File: config.mk
export PLATFORM = sky130hd
export DESIGN_NAME = bpsk_ram_arbiter
export DESIGN_NICKNAME = d
export VERILOG_FILES = /design/src/rtl/bpsk_ram_pkg.sv /design/src/rtl/bpsk_ram_arbiter_rd_tag_pipe.sv /design/src/rtl/bpsk_ram_arbiter.sv
export SDC_FILE = /design/constraint.sdc
export NUM_CORES = 1
export LEC_CHECK = 0
export ABC_AREA = 1
export CORE_UTILIZATION = 43
export DETAILED_ROUTE_END_ITERATION = 8
export GPL_TIMING_DRIVEN = 0
export PLACE_DENSITY_LB_ADDON = 0.05
export SLEW_MARGIN = 30
export SYNTH_ARGS = -nofsm -noshare
export SYNTH_HDL_FRONTEND = slang
export SYNTH_SLANG_ARGS = --single-unit
File: constraint.sdc
create_clock -name clk -period 3.8 [get_ports clk]
set_input_delay 0.76 -clock clk [delete_from_list [all_inputs] [get_ports clk]]
set_output_delay 0.76 -clock clk [all_outputs]
set_load 0.02 [all_outputs]
File: src/rtl/bpsk_ram_pkg.sv
// -----------------------------------------------------------------------------
// bpsk_ram_pkg
// Shared definitions for the BPSK symbol BRAM port-B arbiter:
//   - default BRAM geometry, read latency and host starvation limit
//   - owner tag carried alongside each in-flight read
//   - saturating 16-bit increment used by the statistics counters
// -----------------------------------------------------------------------------
package bpsk_ram_pkg;

    localparam int ADDR_W_DEF     = 8;
    localparam int DATA_W_DEF     = 8;
    localparam int RD_LAT_DEF     = 1;
    localparam int STARVE_MAX_DEF = 4;

    // Who owns the read whose data will come back from the BRAM
    typedef enum logic [1:0] {
        TAG_NONE = 2'd0,
        TAG_MOD  = 2'd1,
        TAG_HOST = 2'd2
    } owner_tag_e;

    // Increment that sticks at all-ones instead of wrapping
    function automatic logic [15:0] sat_inc16(input logic [15:0] v);
        logic [15:0] r;
        if (v == 16'hFFFF) begin
            r = v;
        end else begin
            r = v + 16'd1;
        end
        return r;
    endfunction

endpackage

File: src/rtl/bpsk_ram_arbiter_rd_tag_pipe.sv
// -----------------------------------------------------------------------------
// rd_tag_pipe
// Delay line of owner tags that lines each accepted read up with the cycle in
// which its data is on ram_rd_data, then turns that into registered valid
// pulses for the modulator and the host.
// Ports:
//   clk, rst_n      clock, asynchronous active-low reset (clears all stages,
//                   so reads in flight at reset never produce a pulse)
//   tag_in          owner of the access being launched this cycle
//   m_cap / h_cap   last stage holds a modulator / host read: ram_rd_data is
//                   valid now and should be captured at the next edge
//   m_rvld / h_rvld registered one-cycle valid pulses
// -----------------------------------------------------------------------------
module rd_tag_pipe
    import bpsk_ram_pkg::*;
#(
    parameter int RD_LAT = RD_LAT_DEF
) (
    input  logic       clk,
    input  logic       rst_n,
    input  logic [1:0] tag_in,
    output logic       m_cap,
    output logic       h_cap,
    output logic       m_rvld,
    output logic       h_rvld
);

    // Stage 0 is loaded on the accepting edge together with the RAM drive
    // registers; stage RD_LAT is therefore loaded on the edge at which the
    // BRAM presents the data.
    localparam int DEPTH = RD_LAT + 1;

    logic [DEPTH-1:0][1:0] tag_q;
    logic [DEPTH-1:0][1:0] tag_d;
    logic                  m_rvld_q;
    logic                  m_rvld_d;
    logic                  h_rvld_q;
    logic                  h_rvld_d;

    // Shift the owner tags one stage per cycle
    always_comb begin
        tag_d    = tag_q;
        tag_d[0] = tag_in;
        for (int i = 1; i < DEPTH; i++) begin
            tag_d[i] = tag_q[i-1];
        end
    end

    assign m_cap = (tag_q[DEPTH-1] == TAG_MOD);
    assign h_cap = (tag_q[DEPTH-1] == TAG_HOST);

    // Valid pulses follow the capture decode by one register
    always_comb begin
        m_rvld_d = m_cap;
        h_rvld_d = h_cap;
    end

    // Tag stages and valid registers
    always_ff @(posedge clk or negedge rst_n) begin
        if (!rst_n) begin
            tag_q    <= {DEPTH{2'b00}};
            m_rvld_q <= 1'b0;
            h_rvld_q <= 1'b0;
        end else begin
            tag_q    <= tag_d;
            m_rvld_q <= m_rvld_d;
            h_rvld_q <= h_rvld_d;
        end
    end

    assign m_rvld = m_rvld_q;
    assign h_rvld = h_rvld_q;

endmodule

File: src/rtl/bpsk_ram_arbiter.sv
// -----------------------------------------------------------------------------
// bpsk_ram_arbiter
// Shares port B of the BPSK symbol BRAM between the modulator phase
// controller (read-only, priority) and the host frame loader (read/write).
// A host request that keeps losing to the modulator is forced through once it
// has lost STARVE_MAX consecutive cycles.
// Ports:
//   clk, rst_n                      system clock, async active-low reset
//   m_req/m_addr/m_gnt              modulator read request / grant
//   m_rdata/m_rvld                  modulator read return
//   h_req/h_we/h_addr/h_wdata/h_gnt host request / grant
//   h_rdata/h_rvld                  host read return (reads only)
//   ram_clk/ram_en/ram_we/ram_addr/ram_wr_data/ram_rst   BRAM drive
//   ram_rd_data                     BRAM read data (write-first mode)
//   stat_coll/stat_force            collision / forced-host-grant counters
// Build option:
//   ARB_STATS_EN  when defined, stat_coll and stat_force are real saturating
//                 counters; otherwise both are tied to zero.
// -----------------------------------------------------------------------------
module bpsk_ram_arbiter
    import bpsk_ram_pkg::*;
#(
    parameter int ADDR_W     = ADDR_W_DEF,
    parameter int DATA_W     = DATA_W_DEF,
    parameter int RD_LAT     = RD_LAT_DEF,
    parameter int STARVE_MAX = STARVE_MAX_DEF
) (
    input  logic              clk,
    input  logic              rst_n,
    input  logic              m_req,
    input  logic [ADDR_W-1:0] m_addr,
    output logic              m_gnt,
    output logic [DATA_W-1:0] m_rdata,
    output logic              m_rvld,
    input  logic              h_req,
    input  logic              h_we,
    input  logic [ADDR_W-1:0] h_addr,
    input  logic [DATA_W-1:0] h_wdata,
    output logic              h_gnt,
    output logic [DATA_W-1:0] h_rdata,
    output logic              h_rvld,
    output logic              ram_clk,
    output logic              ram_en,
    output logic              ram_we,
    output logic [ADDR_W-1:0] ram_addr,
    output logic [DATA_W-1:0] ram_wr_data,
    input  logic [DATA_W-1:0] ram_rd_data,
    output logic              ram_rst,
    output logic [15:0]       stat_coll,
    output logic [15:0]       stat_force
);

    localparam int              SC_W       = $clog2(STARVE_MAX + 1);
    localparam logic [SC_W-1:0] STARVE_LIM = SC_W'(STARVE_MAX);

    logic [SC_W-1:0]   starve_cnt_q;
    logic [SC_W-1:0]   starve_cnt_d;
    logic              force_host_s;

    logic              ram_en_q;
    logic              ram_en_d;
    logic              ram_we_q;
    logic              ram_we_d;
    logic [ADDR_W-1:0] ram_addr_q;
    logic [ADDR_W-1:0] ram_addr_d;
    logic [DATA_W-1:0] ram_wr_data_q;
    logic [DATA_W-1:0] ram_wr_data_d;
    logic              ram_rst_q;
    logic              ram_rst_d;

    logic [DATA_W-1:0] m_rdata_q;
    logic [DATA_W-1:0] m_rdata_d;
    logic [DATA_W-1:0] h_rdata_q;
    logic [DATA_W-1:0] h_rdata_d;

    logic [1:0]        tag_in_s;
    logic              m_cap_s;
    logic              h_cap_s;

    // Grant decode: modulator wins unless the pending host request has
    // already lost STARVE_MAX cycles in a row. Nothing is granted while the
    // block is held in reset.
    always_comb begin
        force_host_s = h_req & (starve_cnt_q == STARVE_LIM);
        m_gnt        = rst_n & m_req & ~force_host_s;
        h_gnt        = rst_n & h_req & (~m_req | force_host_s);
    end

    // Consecutive-loss count for the pending host request
    always_comb begin
        if (!h_req) begin
            starve_cnt_d = {SC_W{1'b0}};
        end else if (h_gnt) begin
            starve_cnt_d = {SC_W{1'b0}};
        end else if (starve_cnt_q != STARVE_LIM) begin
            starve_cnt_d = starve_cnt_q + SC_W'(1);
        end else begin
            starve_cnt_d = starve_cnt_q;
        end
    end

    // Next BRAM drive and owner tag for the access accepted at this edge.
    // Address and write data hold their last value on idle cycles to avoid
    // needless toggling on the BRAM pins.
    always_comb begin
        ram_en_d      = 1'b0;
        ram_we_d      = 1'b0;
        ram_addr_d    = ram_addr_q;
        ram_wr_data_d = ram_wr_data_q;
        tag_in_s      = TAG_NONE;
        if (m_gnt) begin
            ram_en_d   = 1'b1;
            ram_addr_d = m_addr;
            tag_in_s   = TAG_MOD;
        end else if (h_gnt) begin
            ram_en_d   = 1'b1;
            ram_we_d   = h_we;
            ram_addr_d = h_addr;
            if (h_we) begin
                ram_wr_data_d = h_wdata;
                tag_in_s      = TAG_NONE;
            end else begin
                tag_in_s      = TAG_HOST;
            end
        end else begin
            ram_en_d = 1'b0;
        end
    end

    // Read data capture; each return port holds its last value between pulses
    always_comb begin
        m_rdata_d = m_cap_s ? ram_rd_data : m_rdata_q;
        h_rdata_d = h_cap_s ? ram_rd_data : h_rdata_q;
        ram_rst_d = 1'b0;
    end

    // Arbiter state, BRAM drive and read-return registers
    always_ff @(posedge clk or negedge rst_n) begin
        if (!rst_n) begin
            starve_cnt_q  <= {SC_W{1'b0}};
            ram_en_q      <= 1'b0;
            ram_we_q      <= 1'b0;
            ram_addr_q    <= {ADDR_W{1'b0}};
            ram_wr_data_q <= {DATA_W{1'b0}};
            ram_rst_q     <= 1'b1;
            m_rdata_q     <= {DATA_W{1'b0}};
            h_rdata_q     <= {DATA_W{1'b0}};
        end else begin
            starve_cnt_q  <= starve_cnt_d;
            ram_en_q      <= ram_en_d;
            ram_we_q      <= ram_we_d;
            ram_addr_q    <= ram_addr_d;
            ram_wr_data_q <= ram_wr_data_d;
            ram_rst_q     <= ram_rst_d;
            m_rdata_q     <= m_rdata_d;
            h_rdata_q     <= h_rdata_d;
        end
    end

    rd_tag_pipe #(
        .RD_LAT (RD_LAT)
    ) u_rd_tag_pipe (
        .clk    (clk),
        .rst_n  (rst_n),
        .tag_in (tag_in_s),
        .m_cap  (m_cap_s),
        .h_cap  (h_cap_s),
        .m_rvld (m_rvld),
        .h_rvld (h_rvld)
    );

`ifdef ARB_STATS_EN
    logic [15:0] stat_coll_q;
    logic [15:0] stat_coll_d;
    logic [15:0] stat_force_q;
    logic [15:0] stat_force_d;

    // Collision and forced-grant counters; a host grant while the modulator
    // is also requesting can only be a forced one
    always_comb begin
        if (m_req & h_req) begin
            stat_coll_d = sat_inc16(stat_coll_q);
        end else begin
            stat_coll_d = stat_coll_q;
        end
        if (m_req & h_gnt) begin
            stat_force_d = sat_inc16(stat_force_q);
        end else begin
            stat_force_d = stat_force_q;
        end
    end

    // Statistics registers
    always_ff @(posedge clk or negedge rst_n) begin
        if (!rst_n) begin
            stat_coll_q  <= 16'h0000;
            stat_force_q <= 16'h0000;
        end else begin
            stat_coll_q  <= stat_coll_d;
            stat_force_q <= stat_force_d;
        end
    end

    assign stat_coll  = stat_coll_q;
    assign stat_force = stat_force_q;
`else
    assign stat_coll  = 16'h0000;
    assign stat_force = 16'h0000;
`endif

    assign ram_clk     = clk;
    assign ram_en      = ram_en_q;
    assign ram_we      = ram_we_q;
    assign ram_addr    = ram_addr_q;
    assign ram_wr_data = ram_wr_data_q;
    assign ram_rst     = ram_rst_q;
    assign m_rdata     = m_rdata_q;
    assign h_rdata     = h_rdata_q;

endmodule

==> reports/metrics.csv, run 1 <==
stage,metric,value,unit
pwr,Power Density,475,mW/mm^2
route,Post-route DRC,0,
pwr,Pwr Total,1.56,mW
cells_and_area,layout cells sized above 1,0.234,
route,Starting DRT DRC Count,96,
cells_and_area,area grow syn2layout,51.7,%
logic_synthesis,xor and xnor area share after synthesis,0.00406,
cells_and_area,Finished Layout Cells,413,
setup_path,crit-path max cell delay,530,ps
die,Die Width,72.9,um
die,Top-Level Pins,109,
cells_and_area,Final #Nets,384,
logic_synthesis,Simple-Gate Fraction of Synth Area,0.203,
logic_synthesis,main combinational cell family by area after synthesis,simple AND/OR/NAND/NOR gates,
route,DR pass1 iterations,4,
run_status,run status,finished clean,
logic_synthesis,"Seq/Total Area, Yosys",0.510,
placement,Cells after DPL,402,
cells_and_area,# diodes,0,
logic_synthesis,adder-cell share of the synthesized area,0.0116,
run,Max-Cap Viols,0,
die,total die area,0.00531,sq mm
die,Die Span Y,72.9,um
setup_path,Worst path most repeated cell,clkbuf_8,
placement,"Cell Area, Placed",0.00310,sq mm
route,top layer in use,met4,
cells_and_area,Fill cells,419,
logic_synthesis,Synth Register Bits,44,
route,met2 WL,2.05,mm
setup_path,crit-path cells,clkbuf_8 > clkbuf_8 > buf_4 > clkdlybuf4s50_1,
route,vias per cell,4.19,
cells_and_area,Finished Cell Area,0.00328,sq mm
setup_path,crit path capture type,output port,
setup_path,Crit Path Max Fanout,2,
clocking,cts repair resizes,0,
clocking,clk slew on worst S/H paths,80,ps
sta,setup_tns,0,ps
pwr,Max VDD drop,357,uV
sta,normalized max-slew margin,0.600,
logic_synthesis,Avg Inst Size Synth,9.43,sq um
clocking,hold_buf cts,0,
route,DR WL/cell,10.3,um
die,Site Rows,25,
setup_path,Crit path arrival time,2780,ps
clocking,Worst-Skew Late Latency,400,ps
sta,unrepaired setup endpoints after global routing,false,
grt,initial antenna violation count,0,
sta,setup violators final,0,
worst_hold_path,Hold Crit Class,in2async,
placement,GP Congestion,0.759,
sta,"Hold Vio Cnt, Final",0,
placement,PortBufs,74,
setup_path,Crit Path Class,clk2out,
clocking,CTS tree,done,
sta,Tightest Pin Transition,600,ps
logic_synthesis,count of cell types in the netlist,24,
logic_synthesis,Cells after Synth,229,
route,WL met3,328,um
logic_synthesis,mux cell area share after synthesis,0,
logic_synthesis,Synth warnings,0,
pwr,Leak,1.70,nW
grt,global route overflow,0,
grt,vias in the first global route,1600,
route,met1 wire length,1.78,mm
setup_path,WP data required,3040,ps
clocking,# Post-CTS Setup Buffers,0,
logic_synthesis,area fraction in compound gates after synthesis,0.0875,
setup_path,CP Launch Type,clock port,
sta,Max Slew Vio Count,0,
grt,gr usage total,0.176,
grt,first-pass GRT wire length,6.88,mm
grt,largest net degree at the start of global routing,50,
route,WL final,4.25,mm
sta,Worst Clk Skew,6.22,ps
logic_synthesis,mapped cell area,0.00216,sq mm
setup_path,CP max stage cell,clkdlybuf4s50_1,
die,Core ar.,0.00479,sq mm
route,routed vias,1731,
route,Antenna Nets Post-Route,0,
placement,Post-DP HPWL,3.10,mm
sta,hold_ws,354,ps
die,initial core utilization,0.451,
==> cells in the mapped netlist (all sizes together) <==
library cell / instances / share of area
nand3: 4 / 0.021
buf: 39 / 0.14
nor2: 4 / 0.0070
dfstp: 1 / 0.012
conb: 1 / 0.0017
clkbuf: 1 / 0.0017
or2: 1 / 0.0029
ha: 2 / 0.012
xor2: 1 / 0.0041
nand2: 77 / 0.15
clkinv: 1 / 0.0017
dfrtp: 43 / 0.50
inv: 20 / 0.036
nand4: 9 / 0.026
o21ai: 25 / 0.087
==> state kept, by name (all words and copies together) (netlist names) <==
signal,flops
h_rdata,8
m_rdata,8
ram_addr,8
ram_wr_data,8
starve_cnt_q,3
u_rd_tag_pipe.tag_d,2
u_rd_tag_pipe.tag_q,2
ram_en,1
ram_rst,1
ram_we,1
u_rd_tag_pipe.h_rvld,1
u_rd_tag_pipe.m_rvld,1
==> cell usage in the layout (no fill, tap or decap), drive strengths merged <==
master | netlist | layout
nand2 | 77 | 77
o21ai | 25 | 25
buf | 39 | 40
nor2 | 4 | 4
conb | 1 | 33
bufinv | 0 | 2
or2 | 1 | 1
dfrtp | 43 | 43
inv | 20 | 20
clkdlybuf4s50 | 0 | 73
clkinv | 1 | 1
xor2 | 1 | 1
dfstp | 1 | 1
ha | 2 | 2
nand4 | 9 | 9
clkbuf | 1 | 10
nand3 | 4 | 4
==> worst paths after layout <==
path / start / endpoint / slack (ps) / cells after the start
max in group asynchronous: rst_n / ram_addr[4] / 3030 / 1
max: clk / ram_clk / 260 / 4
max reg2reg: starve_cnt_q[0] / ram_addr[6] / 2410 / 8
min reg2reg: u_rd_tag_pipe.tag_d[2] / u_rd_tag_pipe.tag_q[2] / 350 / 0
min: rst_n / ram_we / 350 / 1
min in group clk: u_rd_tag_pipe.tag_d[2] / u_rd_tag_pipe.tag_q[2] / 350 / 0
==> power by group <==
group / internal, mW / switching [mW]
Combinational: 0.208 / 0.223
Clock: 0.360 / 0.192
Sequential: 0.536 / 0.0362
==> logic make-up (layout without fill, tap and decap cells) <==
kind of cell,count (synthesis),in the layout
xor+xnor,1,1
simple gates,95,95
compound gates,25,25
flops,44,44
buf+inv,61,146
other cells,1,33
fa+ha+maj,2,2
==> per-stage QoR <==
step,util,setup WS (ps)
floorplan,-,1010
detailed placement,0.648,518
CTS,0.684,247
global route,0.684,239
global placement,0.649,-998
finish,0.684,261
==> cell type report <==
type / instances / area (sq um) / area share
Buffer: 40 / 310 / 0.0947
Clock buffer: 10 / 124 / 0.0378
Sequential cell: 44 / 1100 / 0.337
Timing Repair Buffer: 73 / 728 / 0.222
Clock inverter: 2 / 60.1 / 0.0183
Tap cell: 67 / 83.8 / 0.0256
Multi-Input combinational cell: 156 / 786 / 0.240
Inverter: 21 / 81.3 / 0.0248
==> critical path, delay by kind of cell <==
kind,cells,cell delay (ps)
buffers and inverters,4,880
==> per-layer routing <==
metal | up-vias | track usage
met5 | - | 0
li1 | 876 | -
met3 | 10 | 0.0608
met1 | 776 | 0.209
met4 | 0 | 0.120
met2 | 69 | 0.269
Power figures use the tool's default switching activity.
==> run 2, diff against run 1 <==
--- a/config.mk
+++ b/config.mk
@@ -6,7 +6,9 @@
 export NUM_CORES = 1
 export LEC_CHECK = 0
 export ABC_AREA = 1
-export CORE_UTILIZATION = 43
+export CELL_PAD_IN_SITES_DETAIL_PLACEMENT = 0
+export CELL_PAD_IN_SITES_GLOBAL_PLACEMENT = 1
+export CORE_UTILIZATION = 31
 export DETAILED_ROUTE_END_ITERATION = 8
 export GPL_TIMING_DRIVEN = 0
 export PLACE_DENSITY_LB_ADDON = 0.05
==> run 2 against run 1 <==
Final cell count grew 3.1%. Worst setup slack gained 18 ps. Combinational power is essentially flat. Global-route usage shrank 4.6 points. Clock skew grew 3.3 ps. Count of clock-buffer cells in the layout is the same. Via count shrank 3.1%. Largest cell class unchanged.
==> reports/metrics.csv, run 2 (synthesis gave the netlist of run 1 again) <==
stage,metric,value,unit
die,Site Rows,30,
die,Die Span Y,85.5,um
grt,vias in the first global route,1592,
grt,first-pass GRT wire length,7.42,mm
sta,"Hold Vio Cnt, Final",0,
cells_and_area,layout cells sized above 1,0.234,
sta,Worst Clk Skew,9.50,ps
worst_hold_path,Hold Crit Class,reg2reg,
grt,busiest grt layer,met2,
grt,largest net degree at the start of global routing,50,
setup_path,CP Launch Type,clock port,
clocking,CTS tree,done,
pwr,Leak,1.67,nW
sta,Tightest Pin Transition,632,ps
sta,unrepaired setup endpoints after global routing,false,
placement,"Cell Area, Placed",0.00312,sq mm
cells_and_area,area grow syn2layout,50.2,%
pwr,power share of the clock group,0.294,
cells_and_area,Final #Nets,384,
cells_and_area,Finished Layout Cells,426,
setup_path,Critical path buffers and inverters,4,
sta,hold_ws,352,ps
setup_path,WP data required,3040,ps
setup_path,Crit path arrival time,2760,ps
pwr,Max VDD drop,154,uV
die,Die Width,85.5,um
setup_path,CP max stage cell,clkdlybuf4s50_1,
route,DR WL/cell,10.6,um
cells_and_area,"leading cell type in the layout, fill and taps excluded",clkdlybuf4s50_1,
placement,PortBufs,74,
die,Core ar.,0.00676,sq mm
clocking,# Post-CTS Setup Buffers,0,
cells_and_area,Fill cells,697,
grt,initial antenna violation count,0,
route,vias per cell,3.94,
setup_path,Crit Path Class,clk2out,
grt,global route overflow,0,
pwr,switching pwr,0.450,mW
placement,pre-CTS WS,518,ps
run,Max-Cap Viols,0,
pwr,Seq pwr share,0.403,
sta,setup violators final,0,
placement,Post-DP HPWL,3.27,mm
die,initial core utilization,0.320,
setup_path,Crit Path Max Fanout,2,
sta,post-route setup slack,278,ps
cells_and_area,# diodes,0,
sta,Max Slew Vio Count,0,
sta,normalized max-slew margin,0.579,
grt,gr usage total,0.130,
setup_path,crit-path leading delay family,buffers and inverters,
cells_and_area,Util after Layout,0.480,
setup_path,crit-path max cell delay,520,ps
die,total die area,0.00730,sq mm
setup_path,crit-path cells,clkbuf_8 > clkbuf_8 > buf_4 > clkdlybuf4s50_1,
clocking,hold_buf cts,0,
setup_path,crit path capture type,output port,
die,Top-Level Pins,109,
grt,GR Util met2,0.216,
route,routed vias,1678,
clocking,Worst-Skew Late Latency,390,ps
setup_path,Worst path most repeated cell,clkbuf_8,
clocking,clk slew on worst S/H paths,80,ps
pwr,Sw Share,0.317,
cells_and_area,Finished Cell Area,0.00324,sq mm
grt,met1 GRT Util,0.159,
route,Antenna Nets Post-Route,0,
route,Post-route DRC,0,
grt,routing usage on met3,0.0486,
pwr,internal power,0.970,mW
pwr,Gate power share,0.304,
placement,GP Congestion,0.730,
route,DR pass1 iterations,6,
clocking,cts repair resizes,0,
cells_and_area,most frequent cells in the layout,"clkdlybuf4s50_1 (73), nand2_1 (70), dfrtp_1 (43)",
route,WL final,4.52,mm
placement,Cells after DPL,415,
route,Starting DRT DRC Count,107,
run_status,run status,finished clean,
pwr,Power Density,438,mW/mm^2
## run 2: final timing paths
check	slack, ps	startpoint	end	cells past startpoint
min reg2reg	350	u_rd_tag_pipe.tag_d[2]	u_rd_tag_pipe.tag_q[2]	0
max	280	clk	ram_clk	4
min in group asynchronous	390	rst_n	ram_we	1
max reg2reg	2410	starve_cnt_q[0]	ram_addr[6]	8
min	350	u_rd_tag_pipe.tag_d[2]	u_rd_tag_pipe.tag_q[2]	0
max in group asynchronous	2990	rst_n	ram_addr[6]	1
## run 2: metrics by stage
stage | power (mW) | setup TNS, ps
final | 1.42 | 0
after global routing | 1.51 | 0
after CTS | 1.44 | 0
after detailed placement | 1.07 | 0
after global placement | 1.07 | -2180
after floorplan | 0.847 | 0
## run 2: power by group through the flow
stage	logic [mW]	registers, mW	clock network (mW)
3_3_place_gp	0.436	0.580	0.0499
3_5_place_dp	0.437	0.582	0.0499
6_report	0.431	0.572	0.417
5_1_grt	0.469	0.582	0.456
4_1_cts	0.438	0.573	0.434
2_1_floorplan	0.155	0.660	0.0307
## run 2: final cells by class
type / count / area (sq um) / area share
clock buffers: 10 / 124 / 0.0382
plain buffers: 40 / 310 / 0.0956
well taps: 80 / 100 / 0.0309
clock inverters: 2 / 12.5 / 0.00386
flip-flops and latches: 44 / 1100 / 0.340
inverters: 21 / 81.3 / 0.0251
repair buffers: 73 / 728 / 0.224
multi-input cells: 156 / 786 / 0.242
## run 2: layer usage
metal	routed length, um	part of all wire	up-vias
met5	0	0	-
met4	39	0.0086	0
met3	352	0.078	6
met2	2110	0.47	60
met1	2020	0.45	733
li1	-	-	879
